**config.mk**
```make
export PLATFORM = sky130hd
export DESIGN_NAME = hwag_wheel_gen
export DESIGN_NICKNAME = d
export VERILOG_FILES = /design/src/rtl/hwag_wheel_gen.sv
export SDC_FILE = /design/constraint.sdc
export NUM_CORES = 1
export LEC_CHECK = 0
export CAP_MARGIN = 40
export CORE_MARGIN = 3
export CORE_UTILIZATION = 50
export CTS_BUF_LIST = sky130_fd_sc_hd__clkbuf_16
export CTS_CLUSTER_DIAMETER = 60
export DETAILED_ROUTE_END_ITERATION = 7
export GPL_TIMING_DRIVEN = 0
export HOLD_SLACK_MARGIN = 0.08
export PLACE_DENSITY = 0.75
export SYNTH_ARGS = -nofsm -noshare
export SYNTH_HDL_FRONTEND = slang
export SYNTH_SLANG_ARGS = --single-unit
```
**constraint.sdc**
```tcl
create_clock -name clk -period 4.5 [get_ports clk]
set_input_delay 0.9 -clock clk [delete_from_list [all_inputs] [get_ports clk]]
set_output_delay 0.9 -clock clk [all_outputs]
set_load 0.05 [all_outputs]
```
**src/rtl/hwag_wheel_gen.sv**
```systemverilog
// hwag_wheel_gen: crank trigger-wheel emulator (N-M toothed wheel) with slot-boundary period updates
module hwag_wheel_gen #(
  parameter int TOOTH_TOTAL = 60,
  parameter int TOOTH_GAP   = 2,
  parameter int PERIOD_W    = 24,
  parameter int CAP_POL     = 1
) (
  input  logic                           clk,
  input  logic                           rst,
  input  logic                           enable,
  input  logic [PERIOD_W-1:0]            period,
  output logic                           cap,
  output logic [$clog2(TOOTH_TOTAL)-1:0] tooth_num,
  output logic                           gap,
  output logic                           rev_pulse,
  output logic                           busy
);
  localparam int TW = $clog2(TOOTH_TOTAL);
  localparam logic ON = CAP_POL != 0;
  localparam logic OFF = !ON;
  typedef enum logic [1:0] {IDLE, TOOTH_HI, TOOTH_LO, GAP} state_t;
  state_t state;
  logic [PERIOD_W-1:0] cnt, p, p_eff, h;
  logic [TW-1:0] t_next;
  logic last, next_gap;
  assign p_eff = period < PERIOD_W'(2) ? PERIOD_W'(2) : period;
  assign h = p >> 1;
  assign last = cnt == p - PERIOD_W'(1);
  assign t_next = tooth_num == TW'(TOOTH_TOTAL - 1) ? '0 : tooth_num + TW'(1);
  assign next_gap = t_next >= TW'(TOOTH_TOTAL - TOOTH_GAP);
  always_ff @(posedge clk or negedge rst) begin
    if (!rst) begin
      state <= IDLE;
      cnt <= '0;
      p <= PERIOD_W'(2);
      tooth_num <= '0;
      cap <= OFF;
      gap <= 1'b0;
      rev_pulse <= 1'b0;
      busy <= 1'b0;
    end else begin
      rev_pulse <= 1'b0;
      case (state)
        IDLE: if (enable) begin
          state <= TOOTH_HI;
          cnt <= '0;
          p <= p_eff;
          tooth_num <= '0;
          cap <= ON;
          gap <= 1'b0;
          rev_pulse <= 1'b1;
          busy <= 1'b1;
        end
        default: if (last) begin
          cnt <= '0;
          if (!enable) begin
            // stop only at a slot boundary; tooth_num keeps the last slot index
            state <= IDLE;
            cap <= OFF;
            gap <= 1'b0;
            busy <= 1'b0;
          end else begin
            p <= p_eff;
            tooth_num <= t_next;
            gap <= next_gap;
            rev_pulse <= t_next == '0;
            cap <= next_gap ? OFF : ON;
            state <= next_gap ? GAP : TOOTH_HI;
          end
        end else begin
          cnt <= cnt + PERIOD_W'(1);
          if (state == TOOTH_HI && cnt == h - PERIOD_W'(1)) begin
            state <= TOOTH_LO;
            cap <= OFF;
          end
        end
      endcase
    end
  end
endmodule

```
Word-level counts from Yosys, hierarchy flattened

Index checks and enable logic that the tools add are counted.

$add $sub $neg: 4
Order comparisons: 2
Equality and inequality tests: 7
Mux-type cells: 35
Reduce and logical (&&, ||, !) cells: 9

Operators by type and width:

| kind                                                                          | count |
|---|---|
| 24-bit 2-to-1 mux                                                             | 7 |
| 24-bit equality test                                                          | 2 |
| 6-bit 2-to-1 mux                                                              | 5 |
| 24-bit by 1-bit adder with 24-bit output, second input constant               | 1 |
| 24-bit by 2-bit less-than comparator with 1-bit output, second input constant | 1 |
| 23-bit by 1-bit subtractor with 24-bit output, second input constant          | 1 |
| 24-bit by 1-bit subtractor with 24-bit output, second input constant          | 1 |
| 1-bit 2-to-1 mux                                                              | 17 |
| 2-bit 2-to-1 mux                                                              | 6 |
| 6-bit by 1-bit adder with 6-bit output, second input constant                 | 1 |
| 6-bit equality test, second input constant                                    | 1 |
| 6-bit >= comparator, second input constant                                    | 1 |
| 6-bit zero test                                                               | 1 |
| 3-bit AND reduction                                                           | 2 |
| 2-bit inequality test, second input constant                                  | 2 |
| 2-bit AND reduction                                                           | 2 |
| 3-bit nonzero test                                                            | 1 |
| 2-bit by 1-bit equality test with 1-bit output, second input constant         | 1 |
| 2-bit zero test                                                               | 1 |
| 2-bit by 1-bit inequality test with 1-bit output, second input constant       | 1 |
| 2-bit nonzero test                                                            | 1 |
| 1-bit logical AND                                                             | 1 |

Bits in registers: 60
Logic and storage cells: 65

Longest topological paths before layout

Gate-level depths: netlist of the first run.

Depth after elaboration: 7
Gate-level depth with buffers: 12
Depth with buffers taken out: 10

Least setup slack after synthesis of the first run

OpenSTA, ideal clock, no wires.

Kind: register to register
Start: register p[0]
End: register p[10]
Setup time: 0.127 ns
Arrival time: 3.216 ns
Required time: 4.373 ns
Setup slack: 1.157 ns
Stages on the path, launching flop included: 12
Buffers on the path: 2
Cell sequence: dfrtp_1 > inv_1 > ha_1 > or4b_4 > or4b_1 > a2111oi_2 > nand4b_1 > nor4_1 > a32o_1 > buf_4 > buf_6 > mux2_1

Longest elaborated chain between the ends: 3

Ends and longest elaborated chain:

| element                                       | RTL line | text |
|---|---|---|
| from (decl)                                   | 23       | `logic [PERIOD_W-1:0] cnt, p, p_eff, h;` |
| from (signal assigned)                        | 47       | `p <= p_eff;` |
| from (signal assigned)                        | 63       | `p <= p_eff;` |
| 24-bit by 1-bit subtractor with 24-bit output | 28       | `assign last = cnt == p - PERIOD_W'(1);` |
| 24-bit equality test                          | 28       |  |
| 2-bit nonzero test (no line)                  | --       |  |

No other way between the ends.
A chain may end at the register's enable or synchronous reset.

Final worst setup path of the first run

Start: register p[2]
End: register cap

Longest elaborated chain between the ends: 5

Ends and longest elaborated chain:

| element                                       | RTL line | text |
|---|---|---|
| 23-bit by 1-bit subtractor with 24-bit output | 72       | `if (state == TOOTH_HI && cnt == h - PERIOD_W'(1)) begin` |
| 24-bit equality test                          | 72       |  |
| 1-bit logical AND                             | 72       |  |
| 3-bit nonzero test (no line)                  | --       |  |
| 2-bit AND reduction (no line)                 | --       |  |
| to (signal assigned)                          | 67       | `cap <= next_gap ? OFF : ON;` |
| to (decl)                                     | 12       | `output logic cap,` |

Parallel ways exist; a longest one is shown, timed or not.

==> results of run 1 <==
-- Yosys cell counts, types with 7 or more instances --
cell,instances
a21oi_1,8
a22o_1,10
a31oi_1,8
and3_1,9
clkbuf_1,34
dfrtp_1,59
inv_1,17
mux2_1,20
mux2i_1,8
nand2_1,37
nand2b_1,9
nand3_1,25
nand4_1,9
nor2_1,44
nor3_1,15
nor4_1,16
o21ai_0,27
o31ai_1,13
or4_1,7
xnor2_1,33
xor2_1,31
-- worst paths after layout --
| path | from | to | slack (ns) | depth (start not counted) |
|---|---|---|---|---|
| worst max-delay path | p[2]$_DFFE_PN0P_ | cap$_DFFE_PN0P_ | 0.50 | 10 |
| max in group asynchronous | rst | p[1]$_DFFE_PN1P_ | 3.22 | 2 |
| worst min-delay path | gap$_DFFE_PN0P_ | gap$_DFFE_PN0P_ | 0.49 | 1 |
| worst min register to register | gap$_DFFE_PN0P_ | gap$_DFFE_PN0P_ | 0.49 | 1 |
| worst max register to register | p[2]$_DFFE_PN0P_ | cap$_DFFE_PN0P_ | 0.50 | 10 |
| min in group asynchronous | rst | cnt[17]$_DFFE_PN0P_ | 0.59 | 1 |
-- state kept, by name, indices dropped and copies added, names as in the netlist --
name,flops
p,24
cap,1
tooth_num,6
rev_pulse,1
cnt,24
busy,1
gap,1
state,2
-- cells by family (layout without fill, tap and decap cells) --
kind of cell,after synthesis,in the layout,synth area share
compound gates,109,109,0.164
mux,28,28,0.0644
fa+ha+maj,6,6,0.0158
xor+xnor,64,64,0.118
simple gates,216,216,0.259
flops,60,60,0.317
buf+inv,63,116,0.0615
-- metrics by stage --
stage,area [um^2],std cells,hold slack [ns],total power [W],util
after CTS,5560,725,0.495,0.00152,0.619
final,5560,725,0.493,0.00152,0.619
after global placement,5260,708,0.487,0.000840,0.586
after floorplan,4740,546,0.500,0.000762,-
after global routing,5560,725,0.524,0.00157,0.619
after detailed placement,5270,709,0.478,0.000849,0.587
-- cell usage in the layout (no fill, tap or decap), types with 3 or more instances in the layout --
master / n
o211ai_1: 3
nand3b_1: 4
nand4_1: 9
and2_1: 4
mux2i_1: 8
mux2_1: 20
a221o_1: 4
xor2_1: 31
a22o_1: 10
dfrtp_1: 59
clkbuf_1: 34
xnor2_1: 33
or4_1: 7
nor2_1: 44
nor4b_1: 4
clkbuf_16: 9
or2_2: 4
or3_1: 5
nor3_1: 15
nand3_1: 25
buf_6: 6
ha_1: 6
buf_2: 3
o21ai_1: 3
and3_1: 9
nand2b_1: 9
a21o_1: 3
o21ai_0: 27
a21oi_1: 8
nand2_1: 37
a31oi_1: 8
o2bb2ai_1: 3
o31ai_1: 13
nor4_1: 16
clkdlybuf4s50_1: 35
o22ai_1: 4
inv_1: 18
-- metal layers --
metal / GRT usage / share of wire / vias up
met5: 0 / 0 / -
met4: 0.0847 / 0.017 / 0
met3: 0.0396 / 0.070 / 20
met2: 0.391 / 0.47 / 173
met1: 0.372 / 0.45 / 2136
li1: - / - / 2094
-- worst reg2reg max path, cell delays in order (launching register included) --
cell and delay (ns):
dfrtp_1 0.43, inv_1 0.13, ha_1 0.27, or4b_4 0.52, nor4_4 0.56, nand3_1 0.16
xnor2_1 0.20, nor4_1 0.56, nand3_1 0.51, or3_1 0.48, o211ai_1 0.09
-- power by group through the flow --
stage / combinational (W) / sequential (W) / clock [W]
after floorplan: 0.000166 / 0.000596 / 0
after global placement: 0.000243 / 0.000596 / 0
after detailed placement: 0.000252 / 0.000597 / 0
after CTS: 0.000254 / 0.000587 / 0.000678
after global routing: 0.000281 / 0.000591 / 0.000702
final: 0.000257 / 0.000588 / 0.000675
-- area by class of cell --
| type | instances | area (um^2) | share of cell area |
|---|---|---|---|
| buffer | 46 | 228 | 0.0410 |
| clock buffer | 9 | 225 | 0.0405 |
| clock inverter | 7 | 58.8 | 0.0106 |
| inverter | 17 | 63.8 | 0.0115 |
| multi-input combinational | 423 | 2940 | 0.530 |
| sequential | 60 | 1500 | 0.270 |
| tap | 126 | 158 | 0.0284 |
| timing repair buffer | 37 | 375 | 0.0676 |
==> flow_metrics.env, run 1 <==
export IMPL_syn_nets=579
export IMPL_hold_buffers=0
export IMPL_synth_flop_cell="dfrtp_1"
export IMPL_cts_sinks=60
export IMPL_skew_ns=0.00833
export IMPL_final_nets=627
export IMPL_hold_class="reg2reg"
export IMPL_drtIter0Drc=322
export IMPL_synth_seq_area_share=0.317
export IMPL_drt_first_pass_iters=5
export IMPL_grt_use_total=0.256
export IMPL_post_synth_cell_area_avg_um2=8.68
export IMPL_initial_core_util=0.528
export IMPL_dieArea_um2=10700
export IMPL_status="complete, no violations"
export IMPL_setup_viol=0
export IMPL_synth_edf_count=0
export IMPL_tightestPinTransition_ns=0.895
export IMPL_fin_ws_ns=0.497
export IMPL_avgRoutedWirePerCell_um=17.9
export IMPL_layout_drive_gt1_share=0.0735
export IMPL_dp_hpwl_um=9590
export IMPL_gp_congestion=0.952
export IMPL_clkPwrFrac=0.444
export IMPL_power_internal_w=0.00110
export IMPL_syn_to_final_growth_pct=17.2
export IMPL_period_needed_ns=4.00
export IMPL_final_hold_viol_count=0
export IMPL_switching_share=0.278
export IMPL_ioPinCount=37
export IMPL_clk_path_buf_depth=2
export IMPL_post_cts_setup_buffer_count=0
export IMPL_critical_path_max_fanout=9
export IMPL_path_class="reg2reg"
export IMPL_crit_chain="inv_1 -> ha_1 -> or4b_4 -> nor4_4 -> nand3_1 -> xnor2_1 -> nor4_1 -> nand3_1 -> or3_1 -> o211ai_1"
export IMPL_fmax_ghz=0.250
export IMPL_rows=34
export IMPL_num_vias=4423
export IMPL_cts_max_level=3
export IMPL_nFillCells=758
export IMPL_core_um2=8980
export IMPL_synthCells=546
export IMPL_viasPerCell=6.10
export IMPL_grt_pass1_vias=4098
export IMPL_yosysWarnings=0
export IMPL_clk_pin_slew_worst_paths_ns=0.05
export IMPL_cp_required_ns=4.75
export IMPL_final_max_slew_viol_count=0
export IMPL_die_height_um=103
export IMPL_cts_repair_resized=0
export IMPL_final_setup_tns_ns=0
export IMPL_arrival_ns=4.25
export IMPL_yosys_area_top_type="dfrtp_1"
export IMPL_synth_top_area_share=0.312
export IMPL_synthTopCellsByArea="dfrtp_1, xnor2_1, xor2_1"
export IMPL_grt_overflow=0
export IMPL_yosysUniqueCellTypes=76
export IMPL_crit_family="simple AND/OR/NAND/NOR gates"
export IMPL_grt_pass1_wl_um=21200
export IMPL_synth_seq_cells=60
export IMPL_diodes=0
export IMPL_tritoncts="yes"
export IMPL_drc=0
export IMPL_ys_async_sr_fraction=1.00
export IMPL_routed_wl_um=13000
export IMPL_fin_crit_sh=0.889
export IMPL_combinationalPowerShare=0.169
export IMPL_p_per_area_nw_per_um2=274
export IMPL_seq_power_share=0.387
export IMPL_cts_inserted_buffers=9
export IMPL_p_switching_w=0.000422
export IMPL_detailedPlace_worstSlack_ns=0.623
export IMPL_critPathMostFrequentCell="nand3_1"
export IMPL_max_stage_delay_ns=0.56
export IMPL_ctsRootBufferMaster="clkbuf_16"
export IMPL_drtAntennaViolNets=0
export IMPL_grt_start_max_net_pins=35
export IMPL_syn_area_um2=4740
export IMPL_antenna_found_initial=0
export IMPL_die_w_um=103
export IMPL_insertion_delay_ns=0.34
export IMPL_start_kind="register"
export IMPL_slew_headroom=0.399
export IMPL_cap_violations=0
export IMPL_grt_setup_unrepaired="false"
export IMPL_cpMaxStageDelayCell="nor4_4"
export IMPL_p_leak_nw=2.37
export IMPL_endpoint_kind="register"
export IMPL_io_buffer_count=36
export IMPL_crit_buf_inv=1
export IMPL_peakVddDrop_mv=0.184
(Power assumes the default switching activity.)
==> inputs of run 2 (changes only) <==
--- a/config.mk
+++ b/config.mk
@@ -6,7 +6,6 @@
 export NUM_CORES = 1
 export LEC_CHECK = 0
 export CAP_MARGIN = 40
-export CORE_MARGIN = 3
 export CORE_UTILIZATION = 50
 export CTS_BUF_LIST = sky130_fd_sc_hd__clkbuf_16
 export CTS_CLUSTER_DIAMETER = 60
==> constraint.sdc (replaced) <==
create_clock -name clk -period 4.5 [get_ports clk]
set_input_delay 0.9 -clock clk [delete_from_list [all_inputs] [get_ports clk]]
set_output_delay 0.9 -clock clk [all_outputs]
set_load 0.02 [all_outputs]
==> flow_metrics.env, run 2 (synthesized netlist as in run 1, its figures left out) <==
export IMPL_routed_wl_um=13200
export IMPL_tightestPinTransition_ns=0.994
export IMPL_antenna_found_initial=0
export IMPL_drtAntennaViolNets=0
export IMPL_setup_viol=0
export IMPL_cts_max_level=3
export IMPL_drtIter0Drc=357
export IMPL_grt_use_total=0.283
export IMPL_tritoncts="yes"
export IMPL_skew_ns=0.00399
export IMPL_initial_core_util=0.515
export IMPL_seq_area_um2=1500
export IMPL_drc=0
export IMPL_rrSetupSlack_ns=0.61
export IMPL_r2r_start="p[2]$_DFFE_PN0P_"
export IMPL_period_needed_ns=3.89
export IMPL_cts_inserted_buffers=9
export IMPL_largest_registers="cnt: 24 flops, p: 24 flops, tooth_num: 6 flops"
export IMPL_diodes=0
export IMPL_viasPerCell=6.29
export IMPL_p_leak_nw=2.37
export IMPL_start_kind="register"
export IMPL_max_stage_delay_ns=0.62
export IMPL_endpoint_kind="register"
export IMPL_crit_buf_inv=1
export IMPL_grt_overflow=0
export IMPL_p_per_area_nw_per_um2=286
export IMPL_cts_repair_resized=0
export IMPL_arrival_ns=4.10
export IMPL_drt_first_pass_iters=5
export IMPL_peakVddDrop_mv=0.177
export IMPL_final_common_cell="dfrtp_1"
export IMPL_rr_worst_depth=10
export IMPL_cp_required_ns=4.71
export IMPL_critical_path_max_fanout=7
export IMPL_cpMaxStageDelayCell="nor4_2"
export IMPL_final_max_slew_viol_count=0
export IMPL_crit_chain="inv_1 -> ha_1 -> or4b_1 -> nor4_2 -> nand2_1 -> mux2i_1 -> or4_1 -> or4_1 -> nand2_1 -> o22ai_1"
export IMPL_clk_pin_slew_worst_paths_ns=0.06
export IMPL_grt_start_max_net_pins=32
export IMPL_crit_family="simple AND/OR/NAND/NOR gates"
export IMPL_fmax_ghz=0.257
export IMPL_nFillCells=792
export IMPL_dieArea_um2=9870
export IMPL_hold_start="gap$_DFFE_PN0P_"
export IMPL_path_class="reg2reg"
export IMPL_whs_endpoint="gap$_DFFE_PN0P_"
export IMPL_power_w=0.00159
export IMPL_holdPathStages=1
export IMPL_dp_hpwl_um=9600
export IMPL_slew_headroom=0.332
export IMPL_hold_buffers=0
export IMPL_die_height_um=99.3
export IMPL_core_um2=9200
export IMPL_die_w_um=99.3
export IMPL_grt_pass1_wl_um=21900
export IMPL_detailedPlace_worstSlack_ns=0.643
export IMPL_syn_to_final_growth_pct=17.5
export IMPL_avgRoutedWirePerCell_um=18.6
export IMPL_rows=35
export IMPL_layout_common_cells="dfrtp_1, nor2_1, nand2_1, clkdlybuf4s50_1, clkbuf_1"
export IMPL_fin_crit_sh=0.865
export IMPL_final_hold_viol_count=0
export IMPL_grt_setup_unrepaired="false"
export IMPL_gp_congestion=0.927
export IMPL_fin_ws_ns=0.606
export IMPL_multiInputGateArea_um2=2940
export IMPL_reg2reg_to="state[0]$_DFFE_PN0P_"
export IMPL_clk_path_buf_depth=2
export IMPL_ioPinCount=37
export IMPL_num_vias=4466
export IMPL_grt_pass1_vias=4268
export IMPL_final_setup_tns_ns=0
export IMPL_io_buffer_count=36
export IMPL_worst_hold_slack_ns=0.495
export IMPL_hold_class="reg2reg"
export IMPL_ctsRootBufferMaster="clkbuf_16"
export IMPL_cap_violations=0
export IMPL_status="complete, no violations"
export IMPL_final_nets=627
export IMPL_insertion_delay_ns=0.33
export IMPL_post_cts_setup_buffer_count=0
export IMPL_layout_drive_gt1_share=0.0751
export IMPL_cts_sinks=60
-- run 2: cell types whose count changed in the layout (fill, tap and decap cells not counted) --
cell / delta
bufinv_16: +1
clkinv_2: -2
clkinvlp_4: +1
inv_1: -1
clkinv_4: +1
-- run 2: stage by stage --
step / area [um^2] / utilization / cells
3_5_place_dp: 5250 / 0.571 / 694
6_report: 5570 / 0.606 / 710
3_3_place_gp: 5240 / 0.570 / 693
2_1_floorplan: 4740 / - / 546
4_1_cts: 5570 / 0.606 / 710
5_1_grt: 5570 / 0.606 / 710
-- run 2: worst max-delay path by stage --
| stage | startpoint | to | slack (ns) | cells after the start |
|---|---|---|---|---|
| 3_5_place_dp | p[2]$_DFFE_PN0P_ | p[4]$_DFFE_PN0P_ | 0.64 | 11 |
| 5_1_grt | p[2]$_DFFE_PN0P_ | p[4]$_DFFE_PN0P_ | 0.42 | 11 |
| 3_3_place_gp | rst | p[18]$_DFFE_PN0P_ | 0.51 | 1 |
| 4_1_cts | p[2]$_DFFE_PN0P_ | p[4]$_DFFE_PN0P_ | 0.64 | 11 |
| 6_report | p[2]$_DFFE_PN0P_ | state[0]$_DFFE_PN0P_ | 0.61 | 10 |
| 2_1_floorplan | p[0]$_DFFE_PN0P_ | p[10]$_DFFE_PN0P_ | 1.16 | 11 |
-- run 2: area by class of cell --
type	count	area share
Multi-Input combinational cell	423	0.529
Buffer	46	0.0409
Inverter	17	0.0115
Timing Repair Buffer	37	0.0674
Clock inverter	7	0.0164
Clock buffer	9	0.0404
Tap cell	111	0.0249
Sequential cell	60	0.270
-- run 2: worst register-to-register path: cells and delay by family (launching register included) --
kind / cells / cell delay, ns
AND/OR/NAND/NOR: 6 / 2.65
flip-flops: 1 / 0.44
adder cells (fa/ha/maj): 1 / 0.29
multiplexers: 1 / 0.16
buffers and inverters: 1 / 0.12
AO/OA/AOI/OAI: 1 / 0.11
-- run 2: metal layers --
| metal | track usage | vias to the layer above | part of all wire | routed length (um) |
|---|---|---|---|---|
| met2 | 0.448 | 163 | 0.47 | 6210 |
| met5 | 0 | - | 0 | 0 |
| met4 | 0.0984 | 0 | 0.018 | 236 |
| met1 | 0.395 | 2179 | 0.45 | 5950 |
| li1 | - | 2100 | - | - |
| met3 | 0.0436 | 24 | 0.061 | 806 |
-- run 2: power breakdown --
| part | switching (W) | internal (W) | total, W |
|---|---|---|---|
| Combinational | 0.000140 | 0.000114 | 0.000254 |
| Sequential | 0.0000244 | 0.000564 | 0.000589 |
| Clock | 0.000267 | 0.000482 | 0.000748 |
